File: src/rtl/cordic_iter_ctrl.sv
// Iterative rotation-mode CORDIC sequencer: one shared shift-add stage, one micro-rotation per
// clock, with valid/ready handshakes on the angle input and the cos/sin result.
module cordic_iter_ctrl #(
   parameter int unsigned N  = 10,
   parameter int unsigned ZW = 11,
   parameter int unsigned XW = 17
) (
   input  logic          clk,
   input  logic          rst_n,
   input  logic          in_valid,
   output logic          in_ready,
   input  logic [ZW-1:0] in_z,
   output logic          out_valid,
   input  logic          out_ready,
   output logic [XW-1:0] out_x,
   output logic [XW-1:0] out_y,
   output logic [ZW:0]   out_z,
   output logic          busy
);

   localparam int unsigned IW = XW + 2;
   localparam int unsigned CW = 4;

   localparam logic signed [IW-1:0] XInit = IW'(39797);
   localparam logic [ZW-1:0]        ZMax  = ZW'(1440);
   localparam logic [CW-1:0]        ILast = CW'(N - 1);
   localparam logic signed [IW-1:0] SatHi = IW'((1 << (XW - 1)) - 1);
   localparam logic signed [IW-1:0] SatLo = ~SatHi;

   typedef enum logic [1:0] {
      StIdle,
      StRot,
      StDone
   } state_e;

   state_e               state;
   logic [CW-1:0]        iter;
   logic signed [IW-1:0] x;
   logic signed [IW-1:0] y;
   logic signed [ZW:0]   z;

   logic signed [IW-1:0] x_sh;
   logic signed [IW-1:0] y_sh;
   logic signed [IW-1:0] x_nxt;
   logic signed [IW-1:0] y_nxt;
   logic signed [ZW:0]   z_nxt;
   logic signed [ZW:0]   atan;
   logic signed [ZW:0]   z_load;

   // arctan(2^-i) in degrees x 16, rounded
   function automatic logic signed [ZW:0] atan_rom(input logic [CW-1:0] idx);
      logic signed [ZW:0] v;
      case (idx)
         4'd0:    v = (ZW+1)'(720);
         4'd1:    v = (ZW+1)'(425);
         4'd2:    v = (ZW+1)'(225);
         4'd3:    v = (ZW+1)'(114);
         4'd4:    v = (ZW+1)'(57);
         4'd5:    v = (ZW+1)'(29);
         4'd6:    v = (ZW+1)'(14);
         4'd7:    v = (ZW+1)'(7);
         4'd8:    v = (ZW+1)'(4);
         4'd9:    v = (ZW+1)'(2);
         default: v = '0;
      endcase
      return v;
   endfunction

   function automatic logic [XW-1:0] sat(input logic signed [IW-1:0] v);
      logic signed [IW-1:0] c;
      if (v > SatHi) begin
         c = SatHi;
      end else if (v < SatLo) begin
         c = SatLo;
      end else begin
         c = v;
      end
      return c[XW-1:0];
   endfunction

   // Angles above 90 degrees are clamped; the clamped value is always positive in z.
   always_comb begin
      z_load = '0;
      if (in_z > ZMax) begin
         z_load = $signed({1'b0, ZMax});
      end else begin
         z_load = $signed({1'b0, in_z});
      end
   end

   // Both x and y update from the pre-edge values of the other.
   always_comb begin
      x_sh  = x >>> iter;
      y_sh  = y >>> iter;
      atan  = atan_rom(iter);
      x_nxt = x;
      y_nxt = y;
      z_nxt = z;
      if (!z[ZW]) begin
         x_nxt = x - y_sh;
         y_nxt = y + x_sh;
         z_nxt = z - atan;
      end else begin
         x_nxt = x + y_sh;
         y_nxt = y - x_sh;
         z_nxt = z + atan;
      end
   end

   always_ff @(posedge clk) begin
      if (!rst_n) begin
         state     <= StIdle;
         iter      <= '0;
         x         <= '0;
         y         <= '0;
         z         <= '0;
         in_ready  <= 1'b1;
         out_valid <= 1'b0;
         busy      <= 1'b0;
         out_x     <= '0;
         out_y     <= '0;
         out_z     <= '0;
      end else begin
         case (state)
            StIdle: begin
               if (in_valid) begin
                  x        <= XInit;
                  y        <= '0;
                  z        <= z_load;
                  iter     <= '0;
                  state    <= StRot;
                  in_ready <= 1'b0;
                  busy     <= 1'b1;
               end
            end
            StRot: begin
               x    <= x_nxt;
               y    <= y_nxt;
               z    <= z_nxt;
               iter <= iter + CW'(1);
               if (iter == ILast) begin
                  state     <= StDone;
                  out_valid <= 1'b1;
                  out_x     <= sat(x_nxt);
                  out_y     <= sat(y_nxt);
                  out_z     <= z_nxt;
               end
            end
            StDone: begin
               // in_valid is deliberately not looked at here: no back-to-back accepts
               if (out_ready) begin
                  state     <= StIdle;
                  out_valid <= 1'b0;
                  in_ready  <= 1'b1;
                  busy      <= 1'b0;
               end
            end
            default: begin
               state     <= StIdle;
               in_ready  <= 1'b1;
               out_valid <= 1'b0;
               busy      <= 1'b0;
            end
         endcase
      end
   end

endmodule

File: config.mk
export PLATFORM = sky130hd
export DESIGN_NAME = cordic_iter_ctrl
export DESIGN_NICKNAME = d
export VERILOG_FILES = /design/src/rtl/cordic_iter_ctrl.sv
export SDC_FILE = /design/constraint.sdc
export NUM_CORES = 1
export LEC_CHECK = 0
export ABC_AREA = 1
export BUFFER_PORTS_ARGS = -buffer_cell sky130_fd_sc_hd__buf_2
export CAP_MARGIN = 40
export CORE_MARGIN = 4
export CORE_UTILIZATION = 56
export DETAILED_ROUTE_END_ITERATION = 10
export PLACE_DENSITY = 0.87
export SYNTH_ARGS = -nofsm -noshare
export SYNTH_HDL_FRONTEND = slang
export SYNTH_SLANG_ARGS = --single-unit
File: constraint.sdc
create_clock -name clk -period 4.5 [get_ports clk]
set_input_delay 0.45 -clock clk [delete_from_list [all_inputs] [get_ports clk]]
set_output_delay 0.45 -clock clk [all_outputs]
set_load 0.02 [all_outputs]
==> metrics <==
Final Skew=approximately 12 ps; Slew Limit Fails=0; critical path capture point type=flop; initial antenna violation count=0; Placement Cell Area=0.009898 sq mm; CP Buf/Inv Count=2; Die ar.=0.01898 sq mm; fin area=approximately 0.011 sq mm; CTS Buf Count=17; slowest stage delay, CP=400 ps; fin worst setup slack=146.7 ps; most common library cells after synthesis=387 x nand2_1, 199 x nand3_1, 115 x dfxtp_1, 113 x a21oi_1, 113 x inv_1; pin count of the biggest net entering global routing=56; core area=around 0.017 sq mm; Clock power frac=16.1%; Final Non-Filler Cells=around 1700; area leader, netlist=dfxtp_1; Syn Nets=about 1500; Tot Pwr=between 8 and 9 mW; clk buf depth=2; Final Hold Fails=0; Reg2Reg Capture Point=out_y[12]; critical path arrival=4720 ps; Max-slew headroom=a little under two fifths; Horiz. Die Dim=between 100 and 150 um; vias per std cell=roughly 6.0; R2R depth=24; Worst-path clk slew=approximately 60 ps; gr usage total=29.19%; Post-Synthesis Cells=~1500; MaxCap Viol Count=0; row count=47; worst r2r src=iter[0]; Fillers=about 1400; Area Growth Syn to Fin=13.46%; mean post-synth cell area=between 6 and 7 sq um; worst slew pin tran=between 900 and 1000 ps; placed insts=around 1700; mapped cell area=roughly 0.0094 sq mm; Net Sw Frac=a little over half; synthesis-stage register bit count=about 120; Hold EP=z[1]; Clock Latency Late Sink=around 440 ps; Post-synth EDFFs=0; Req. time, crit path=4870 ps; Worst R2R Setup Slack=between 100 and 150 ps; synth warn=0; nets=between 1500 and 2000; Placement Setup Slack=-36.54 ps; CTS tree=built; Hold WS=slightly above 300 ps; register area share after synthesis=~24%; sequential share of power=15.7%; htree depth=4; count of different cell masters after synthesis=45; Max stage delay cell, worst path=ha_2; setup TNS=0 ps; Critical Path, Cell by Cell=clkbuf_16 -> nand2_1 -> o21ai_0 -> o211ai_1 -> nand3_1 -> o21a_1 -> inv_1 -> ha_1 -> nand3_1 -> nor2_2 -> nand2_2 -> o21ai_1 -> nand2_1 -> xor2_1 -> ha_2 -> nand2_1 -> nor4_1 -> nand2_1 -> nand4_1 -> xor2_1 -> nand3_2 -> nand3_4 -> nand2_1 -> a21oi_2; Hold WC Path Type=primary input to flop; antenna viol nets, final=0; Final Cycle Share=96.74%; RSZ-0062 raised after global routing=true; final global-route overflow total=0; cell area power density=796.8 mW/mm^2; Die Ht=137.8 um; crit path max fanout=21; Static Leakage=between 5 and 6 nW; Synth top area share=about a quarter; hold path cells=3; status=complete, no violations; CP dominant cell by count=nand2_1; WL final=~28 mm; crit-path leading delay family=simple AND/OR/NAND/NOR gates; Final Wtd Congestion=approximately 1.0; Final min period=about 4400 ps; Post-synth ARST share=0%; combinational power share=between 60% and 70%; ant diodes=0; WL/cell=16.34 um; WS Path Type=flop to flop; total number of vias=10377; IR drop worst, VDD=~0.0006 V; Internal Power=around 4.0 mW; first-pass GRT wire length=roughly 44 mm; max frequency=roughly 230 MHz; Layout Utilization=about two thirds; Initial Util=57.06%; Port Buf Inserts=63; Sw Pwr=4.564 mW; most common cell in the netlist=nand2_1; drt first pass iters=7; layout cell share with drive strength beyond 1=13.53%; Setup crit start kind=flop; Root Buffer=clkbuf_16; clk sinks=around 120; CP Launch Point=iter[0]; Top FF cell, synth=dfxtp_1; Hold Path Origin=in_z[1]; top-level I/O count=between 60 and 70; count of final setup violators=0; drt drc=0; number of global-route vias before repair=approximately 9400; Final HPWL DP=between 15 and 20 mm; drt initial violations=1262; largest cells by area after synthesis=dfxtp_1 24%, nand2_1 15%, nand3_1 11%
-- layer usage --
metal | global-route usage (%) | vias up | part of all wire [%]
met5 | 0 | - | 0
met4 | 15.81 | 0 | 5.2
met3 | 4.858 | 139 | 8.3
met2 | 46.96 | 555 | 46
met1 | 37.27 | 4717 | 41
li1 | - | 4966 | -
-- how the worst max path moves through the flow --
| stage | slack, ps | endpoint | cells past startpoint |
|---|---|---|---|
| 6_report | 150 | out_y[12] | 24 |
| 5_1_grt | -130 | out_y[1] | 27 |
| 4_1_cts | 70 | out_x[4] | 27 |
| 3_5_place_dp | -40 | out_y[12] | 26 |
| 3_3_place_gp | 130 | out_y[9] | 25 |
| 2_1_floorplan | 240 | out_y[9] | 26 |
-- cells by family after synthesis --
group                    count (synthesis)  synth area share (%)
AND/OR/NAND/NOR                        727                 33.32
AO/OA/AOI/OAI                          289                 17.68
buffers and inverters                  187                 8.612
flip-flops                             115                 24.42
XOR/XNOR                                78                 7.245
adder cells (fa/ha/maj)                 64                 8.731
-- power groups by stage --
stage,combinational (mW),clock [mW],sequential (mW)
after detailed placement,5.29,0,1.35
after floorplan,4.34,0,1.28
after CTS,5.41,1.38,1.33
final,5.81,1.37,1.34
after global routing,6.43,1.42,1.35
after global placement,5.19,0,1.34
-- timing repair --
action                                  CTS  global route
buffers inserted                          0             3
cloned                                    0             4
gates resized for setup                   2            40
hold buffers                              0             0
pin swaps                                 0             3
endpoints found under the setup margin   17            39
-- final cells by class --
class / count / area [sq um] / share of cell area [%]
multi-input cells: 1159 / 6450 / 60.29
flip-flops and latches: 115 / 2307 / 21.57
repair buffers: 87 / 588.1 / 5.497
inverters: 120 / 475.5 / 4.444
clock buffers: 22 / 464.2 / 4.339
well taps: 220 / 275.3 / 2.573
clock inverters: 10 / 125.1 / 1.170
repair inverters: 2 / 12.51 / 0.1170
-- flip-flops by register name (all words and copies together) (netlist names) --
| register | count |
|---|---|
| busy | 1 |
| in_ready | 1 |
| out_x | 17 |
| iter | 4 |
| out_y | 17 |
| atan | 10 |
| y | 19 |
| z | 12 |
| out_z | 12 |
| x | 19 |
| out_valid | 1 |
| state | 2 |
-- layout by cell type, fill, tap and decap left out, drive strengths merged --
| master | instances |
|---|---|
| a211oi | 1 |
| a21boi | 1 |
| a21o | 5 |
| a21oi | 134 |
| a22o | 1 |
| a31oi | 11 |
| and2 | 2 |
| buf | 86 |
| bufinv | 2 |
| clkbuf | 23 |
| clkinv | 7 |
| clkinvlp | 1 |
| dfxtp | 115 |
| fa | 3 |
| ha | 61 |
| inv | 122 |
| nand2 | 411 |
| nand3 | 203 |
| nand4 | 10 |
| nor2 | 81 |
| nor3 | 16 |
| nor4 | 2 |
| o211ai | 8 |
| o21a | 2 |
| o21ai | 105 |
| o21bai | 2 |
| o221a | 1 |
| o221ai | 7 |
| o22ai | 1 |
| o311ai | 2 |
| o31ai | 8 |
| or2 | 3 |
| xnor2 | 16 |
| xor2 | 62 |
-- worst reg2reg max path: stages, from the launching register on --
cell and delay, ps:
dfxtp_4 390, clkbuf_16 200, nand2_1 90, o21ai_0 100, o211ai_1 170, nand3_1 100, o21a_1 140, inv_1 90
ha_1 170, nand3_1 110, nor2_2 130, nand2_2 90, o21ai_1 190, nand2_1 120, xor2_1 180, ha_2 400
nand2_1 130, nor4_1 360, nand2_1 140, nand4_1 160, xor2_1 250, nand3_2 200, nand3_4 180, nand2_1 90
a21oi_2 130
(Power assumes the default switching activity.)
